==> src/rtl/train_pkg.sv <==
// Shared types and widths for the train speed measurement blocks.
package train_pkg;

  localparam int TIME_W  = 19;
  localparam int SPEED_W = 16;
  localparam int NUM_W   = 32;

  localparam logic [SPEED_W-1:0] SPEED_SAT = 16'hFFFF;

  typedef enum logic [1:0] {
    IDLE,
    CAPTURE,
    DIVIDE,
    DONE
  } state_t;

endpackage

==> src/rtl/div_serial.sv <==
// Serial restoring divider: one quotient bit per clock, W clocks after start.
// done is high during the cycle whose rising edge produces the final quotient bit.
module div_serial
  import train_pkg::*;
#(
  parameter int W = NUM_W
) (
  input  logic         clk,
  input  logic         rst_n,
  input  logic         start,
  input  logic [W-1:0] dividend,
  input  logic [W-1:0] divisor,
  output logic         done,
  output logic [W-1:0] quotient,
  output logic [W-1:0] remainder
);

  localparam int CW = $clog2(W);
  localparam logic [CW-1:0] LAST = CW'(W - 1);

  logic [W-1:0]  quo_q;
  logic [W-1:0]  rem_q;
  logic [W-1:0]  dvs_q;
  logic [CW-1:0] cnt_q;
  logic          run_q;

  logic [W:0] shifted;
  logic [W:0] trial;
  logic       fits;

  // Bring down the next dividend bit and trial-subtract the divisor.
  always_comb begin
    shifted = {rem_q, quo_q[W-1]};
    trial   = shifted - {1'b0, dvs_q};
    fits    = ~trial[W];
  end

  always_ff @(posedge clk or negedge rst_n) begin
    if (!rst_n) begin
      quo_q <= '0;
      rem_q <= '0;
      dvs_q <= '0;
      cnt_q <= '0;
      run_q <= 1'b0;
    end else if (start) begin
      quo_q <= dividend;
      rem_q <= '0;
      dvs_q <= divisor;
      cnt_q <= '0;
      run_q <= 1'b1;
    end else if (run_q) begin
      rem_q <= fits ? trial[W-1:0] : shifted[W-1:0];
      quo_q <= {quo_q[W-2:0], fits};
      cnt_q <= cnt_q + 1'b1;
      if (cnt_q == LAST) run_q <= 1'b0;
    end
  end

  assign done      = run_q && (cnt_q == LAST);
  assign quotient  = quo_q;
  assign remainder = rem_q;

endmodule

==> src/rtl/speed_calc.sv <==
// Train speed from sensor-to-sensor time: speed = DIST_MM*1000 / time_ms, saturated to 16 bits.
// Define SPEED_CALC_OVERSPEED_EN to add the overspeed output compared against SPEED_LIMIT.
module speed_calc
  import train_pkg::*;
#(
  parameter int DIST_MM     = 500,
  parameter int SPEED_LIMIT = 1500
) (
  input  logic               clk,
  input  logic               rst_n,
  input  logic               en,
  input  logic [TIME_W-1:0]  time_ms,
  output logic [SPEED_W-1:0] speed,
  output logic               valid,
  output logic               busy,
  output logic               err
`ifdef SPEED_CALC_OVERSPEED_EN
  ,
  output logic               overspeed
`endif
);

  localparam logic [NUM_W-1:0] NUMERATOR = NUM_W'(DIST_MM * 1000);

  if (DIST_MM < 1 || DIST_MM > 4095 || SPEED_LIMIT < 0) begin : g_bad_cfg
    $error("speed_calc: DIST_MM must be 1..4095 and SPEED_LIMIT non-negative");
  end

  function automatic logic [SPEED_W-1:0] sat_speed(input logic [NUM_W-1:0] q);
    return (|q[NUM_W-1:SPEED_W]) ? SPEED_SAT : q[SPEED_W-1:0];
  endfunction

  state_t state_q, state_d;
  logic   en_q;
  logic   zero_q;
  logic   start_div;
  logic   div_done;
  logic [NUM_W-1:0]   quotient;
  logic [NUM_W-1:0]   div_rem_unused;
  logic [SPEED_W-1:0] speed_d;

  div_serial #(.W(NUM_W)) u_div (
    .clk      (clk),
    .rst_n    (rst_n),
    .start    (start_div),
    .dividend (NUMERATOR),
    .divisor  (NUM_W'(time_ms)),
    .done     (div_done),
    .quotient (quotient),
    .remainder(div_rem_unused)
  );

  // Only a falling edge seen in IDLE starts a measurement; others are dropped.
  always_comb begin
    state_d   = state_q;
    start_div = 1'b0;
    case (state_q)
      IDLE:    if (en_q && !en) state_d = CAPTURE;
      CAPTURE: begin
        if (time_ms == '0) begin
          state_d = DONE;
        end else begin
          start_div = 1'b1;
          state_d   = DIVIDE;
        end
      end
      DIVIDE:  if (div_done) state_d = DONE;
      DONE:    state_d = IDLE;
      default: state_d = IDLE;
    endcase
  end

  always_comb begin
    speed_d = zero_q ? SPEED_SAT : sat_speed(quotient);
  end

  always_ff @(posedge clk or negedge rst_n) begin
    if (!rst_n) begin
      state_q <= IDLE;
      en_q    <= 1'b0;
      zero_q  <= 1'b0;
      speed   <= '0;
      valid   <= 1'b0;
      err     <= 1'b0;
    end else begin
      state_q <= state_d;
      en_q    <= en;
      valid   <= 1'b0;
      if (state_q == CAPTURE) zero_q <= (time_ms == '0);
      if (state_q == DONE) begin
        speed <= speed_d;
        err   <= zero_q;
        valid <= 1'b1;
      end
    end
  end

  assign busy = (state_q == CAPTURE) || (state_q == DIVIDE);

`ifdef SPEED_CALC_OVERSPEED_EN
  localparam logic [SPEED_W-1:0] LIMIT = SPEED_W'(SPEED_LIMIT);

  always_ff @(posedge clk or negedge rst_n) begin
    if (!rst_n) begin
      overspeed <= 1'b0;
    end else if (state_q == DONE) begin
      overspeed <= !zero_q && (speed_d > LIMIT);
    end
  end
`endif

endmodule

==> config.mk <==
export PLATFORM = sky130hd
export DESIGN_NAME = speed_calc
export DESIGN_NICKNAME = d
export VERILOG_FILES = /design/src/rtl/train_pkg.sv /design/src/rtl/div_serial.sv /design/src/rtl/speed_calc.sv
export SDC_FILE = /design/constraint.sdc
export NUM_CORES = 1
export LEC_CHECK = 0
export ABC_AREA = 1
export BUFFER_PORTS_ARGS = -buffer_cell sky130_fd_sc_hd__buf_2
export CAP_MARGIN = 20
export CORE_ASPECT_RATIO = 0.75
export CORE_UTILIZATION = 29
export CTS_BUF_LIST = sky130_fd_sc_hd__clkbuf_4 sky130_fd_sc_hd__clkbuf_8
export CTS_CLUSTER_DIAMETER = 200
export CTS_CLUSTER_SIZE = 10
export DETAILED_ROUTE_END_ITERATION = 8
export GPL_TIMING_DRIVEN = 0
export PLACE_DENSITY = 0.42
export SLEW_MARGIN = 20
export SYNTH_ARGS = -nofsm -noshare
export SYNTH_HDL_FRONTEND = slang
export SYNTH_HIERARCHICAL = 1
export SYNTH_SLANG_ARGS = --single-unit
==> constraint.sdc <==
create_clock -name clk -period 5 [get_ports clk]
set_input_delay 1 -clock clk [delete_from_list [all_inputs] [get_ports clk]]
set_output_delay 1 -clock clk [all_outputs]
set_load 0.05 [all_outputs]
# Yosys cells after proc, flatten, opt, wreduce, memory -nomap -nowiden
# Cells that the tools add are included.
# W data, S select, Z words.
# word_totals
mem_count	0
inputBits	22
mem_bits_rw	0
romBits	0
latchBits	0
word_cells	48
ff_bits	111
# op_classes
n_addsub	2
shift	0
div_mod_pow	0
n_lt_le_gt_ge	0
muxes	19
n_bitwise	1
n_reduce_logical	9
mul	0
n_eq_ne	6
# op_table
cell	count
$mux W32	5
$sub A33 B19 Y33	1
$mux W16	2
$logic_not A19 Y1	1
$reduce_or A16 Y1	1
$mux W5	2
$pmux W2 S4	1
$mux W1	7
$add A5 B1 Y5 const B	1
$eq A5 B5 Y1 const B	1
$eq A2 B2 Y1 const B	2
$mux W2	2
$ne A2 B2 Y1 const B	2
$eq A2 B1 Y1 const B	1
$logic_and A1 B1 Y1	2
$logic_not A2 Y1	1
$reduce_and A2 Y1	1
$reduce_bool A2 Y1	1
$logic_not A1 Y1	1
$logic_or A1 B1 Y1	1
$not A1 Y1	1

# Depth between registers and ports, before layout
# logic_depth
word_depth	4
ltp_mapped	19
ltp_nobuf	18

# Modules after synthesis
# The synthesis kept the hierarchy.
# by_module_without_submodules
module	area_per_inst_um2	seq_area_each_um2	cells_each	n_inst
div_serial	6935.4	2552.4	1041	1
speed_calc	1232.4	550.5	153	1

# Worst setup path after synthesis
# OpenSTA, ideal clock, no wires.
# synth_path
kind	input to register
startpoint	input port time_ms[17]
endpoint	register u_div.quo_q[16], in the netlist u_div/quotient[16]
required_ps	4913
n_path_buf	3
setup_time_ps	87
stages	12
slack_ps	2498
arrival_time_ps	2416
path_cell_list	nor2_1 -> nand2_1 -> nor2_1 -> nand3_1 -> nand2_1 -> inv_1 -> clkbuf_1 -> nor2_1 -> clkbuf_1 -> clkbuf_1 -> nand2_1 -> o211ai_1
# synth_between
elab_chain_cells	4
# synth_rtl
element	line_no	text
start: declaration	speed_calc.sv:12	input logic [TIME_W-1:0] time_ms,
$logic_not A19 Y1 *	speed_calc.sv:60	if (time_ms == '0) begin
$mux W1 *	speed_calc.sv:60	
$mux W1 *	speed_calc.sv:57	case (state_q)
via start_div	speed_calc.sv:36	logic start_div;
$mux W32 or $reduce_bool A2 Y1 (tied branches)	--	
end signal: assignment	div_serial.sv:46	quo_q <= dividend;
end signal: assignment	div_serial.sv:53	quo_q <= {quo_q[W-2:0], fits};
end: declaration	div_serial.sv:21	logic [W-1:0] quo_q;
# Mark *: on every way through the listed nets, which the timed path passes. The rest lies on a longest branch.
# A chain may end at the register's enable or synchronous reset.

# Final worst setup path
# layout_path
startpoint	input port time_ms[9]
endpoint	register u_div.rem_q[11], in the netlist u_div/remainder[11]
# layout_between
elab_chain_cells	4
# layout_rtl
element	line_no	text
$logic_not A19 Y1 *	speed_calc.sv:60	
$mux W1 *	speed_calc.sv:60	
$mux W1 *	speed_calc.sv:57	
via start_div	speed_calc.sv:36	
$mux W32 or $reduce_bool A2 Y1 (tied branches)	--	
end signal: assignment	div_serial.sv:52	rem_q <= fits ? trial[W-1:0] : shifted[W-1:0];
end: declaration	div_serial.sv:22	logic [W-1:0] rem_q;
# Marks and branches as above.

==> metrics.yaml <==
status: "completed"
wl_um: 25200
fmax_ghz: 0.329
grtUsageMet1: 0.305
finalCriticalPeriod_ns: 3.04
grt_pass1_vias: 6985
worst-path-max-fanout: 10
synth_edf_count: 0
initial_core_util: 0.299
busiest_layer: "met1"
cts_resized: 0
die_x_um: 196
rsz0062_at_grt: "false"
ys_ff_latch: 124
critPathCaptureType: "register"
synth_xor_area_frac: 0.0161
slew_viol_final: 0
netlist_area_um2: 8170
tightestPinTransition_ns: 0.745
synth-warning-count: 6
clockRootBuffer: "clkbuf_8"
post_cts.repair.setup_buffers: 0
first_pass_iters: 5
fin_nets: 1359
cts_made_buffers: 17
cp.arrival_ns: 3.44
place.gp.congestion: 0.888
grt_max_degree: 89
synth_flop_cell: "dfrtp_1"
cts_sinks: 124
synth_compound_area_frac: 0.104
syn_to_final_growth_pct: 15.1
met3_usage: 0.0273
clk_latency_ns: 0.47
antenna_found_initial: 0
synth_top_family_by_area: "simple AND/OR/NAND/NOR gates"
drc_errors: 0
finalHoldViolCount: 0
ant_nets: 0
hpwlAfterDp_um: 19400
synth-simple-area-share: 0.313
die_h_um: 147
synth_mux_area_frac: 0.00138
clockBufferDepth: 2
port_buffers: 40
htreeDepth: 4
worstHoldPathType: "input port to async pin"
grt_overflow: 0
wl_per_cell_um: 15.2
rows: 52
path_class: "input port to register"
setup_viol: 0
grt_pass1_wl_um: 40400
routed_via_density: 4.39
tritoncts: "done"
synth_cell_types: 41
grt_usage: 0.186
regArea_um2: 3100
cap_violations: 0
design.die.area_um2: 28800
cp-start-kind: "input port"
drive_gt1_frac: 0.0939
grt.met2_usage: 0.246
core-area_um2: 27300
tns_ns: 0
io_pins: 41
post-route-period-util: 0.608
clk_pin_slew_ns: 0.08
async_flop_share: 1.00
antenna_cells: 0
synth_fa_ha_area_frac: 0.0622
syn_inst: 1194
vias: 7297
ys_seq_area_frac: 0.380
max-slew-margin-rel: 0.503
fill_cells: 3022
synth_area_per_cell_um2: 6.84
reg2reg_slack_ns: 2.27
multi_input_area_um2: 4230
ctsHoldBuffers: 0
drtIter0Drc: 602
cp_data_required_time_ns: 5.40
fin_skew_ns: 0.0172
[worst max-delay path, stage by stage]
cell and delay, ns:
buf_2 0.10, nor2_1 0.15, nand2_1 0.11, nor2_1 0.17
nand3_1 0.10, nand2_1 0.11, inv_1 0.06, clkbuf_1 0.18
nor2_1 0.16, clkbuf_1 0.47, clkbuf_1 0.57, nand2_1 0.13
nand2_1 0.10
[cells in the final DEF, fill, tap and decap left out, drive strengths merged]
cell,synthesis,routed
bufinv,0,2
nand2,477,477
o21bai,4,4
conb,2,45
nor3,9,9
mux2,1,1
nand3,46,46
and2,3,3
clkbuf,20,41
nor3b,1,1
o221ai,13,13
a21oi,27,27
o21a,1,1
clkinv,0,6
and3,1,1
fa,1,1
xor2,1,1
a22o,2,2
clkinvlp,0,2
o211ai,12,12
nand3b,6,6
inv,212,213
xnor2,14,14
o21ai,45,45
a21o,1,1
nor2,83,83
dfrtp,124,124
nand4,7,7
or2,2,2
buf,18,59
a22oi,6,6
o22ai,16,16
ha,39,39
[metrics by stage]
step	utilization	setup WS [ns]	area [um^2]	instances	hold slack, ns
after detailed placement	0.330	1.46	9010	1629	0.473
after global routing	0.344	1.57	9400	1661	0.406
after floorplan	-	2.50	8330	1237	0.446
final	0.344	1.96	9400	1661	0.407
after CTS	0.344	1.97	9400	1661	0.379
after global placement	0.328	0.940	8970	1628	0.467
[synth_stat cells, drive strengths merged, types with 7 or more instances]
library cell  instances  area share
o211ai               12       0.011
inv                 212       0.097
o22ai                16       0.020
o21ai                45       0.028
o221ai               13       0.014
clkbuf               20      0.0092
nand2               477        0.22
buf                  18       0.016
dfrtp               124        0.38
nand4                 7      0.0054
nor2                 83       0.039
nand3                46       0.029
nor3                  9      0.0061
ha                   39       0.060
xnor2                14       0.015
a21oi                27       0.018
[area by class of cell]
class | instances | share of cell area
flip-flops and latches | 124 | 0.330
clock inverters | 11 | 0.0125
clock buffers | 21 | 0.0294
plain buffers | 38 | 0.0218
multi-input cells | 863 | 0.449
well taps | 351 | 0.0467
repair buffers | 41 | 0.0253
inverters | 212 | 0.0847
[metal layers]
layer,wire (um),vias up
met5,0,-
met4,178,0
met3,1070,11
met2,9340,106
met1,14600,3347
li1,-,3833
[sequential cells by signal, indices dropped and copies added, names as in the netlist]
| signal | flops |
|---|---|
| u_div/dvs_q | 32 |
| u_div/quotient | 32 |
| u_div/remainder | 32 |
| speed | 16 |
| u_div/cnt_q | 5 |
| state_q | 2 |
| en_q | 1 |
| err | 1 |
| u_div/run_q | 1 |
| valid | 1 |
| zero_q | 1 |
[worst paths after layout]
kind | endpoint | depth (start not counted) | start
setup / recovery | u_div/remainder[11] | 13 | time_ms[9]
hold / removal | u_div/dvs_q[25] | 1 | rst_n
setup reg to reg | u_div/remainder[22] | 18 | u_div/quotient[31]
hold reg to reg | speed[10] | 2 | speed[10]
max in group asynchronous | u_div/quotient[31] | 2 | rst_n
min in group clk | speed[10] | 2 | speed[10]
[logic make-up (layout without fill, tap and decap cells)]
group / count (synthesis) / in the layout
and+or+nand+nor: 635 / 635
AOI/OAI and AO/OA: 127 / 127
buffers and inverters: 250 / 323
adders and majority gates: 40 / 40
other: 2 / 45
muxes: 1 / 1
xor gates and xnor gates: 15 / 15
DFF: 124 / 124
Power is left out: the tool's default activity adds up to more than one toggle a clock period on the data nets, which glitch-free logic cannot reach.
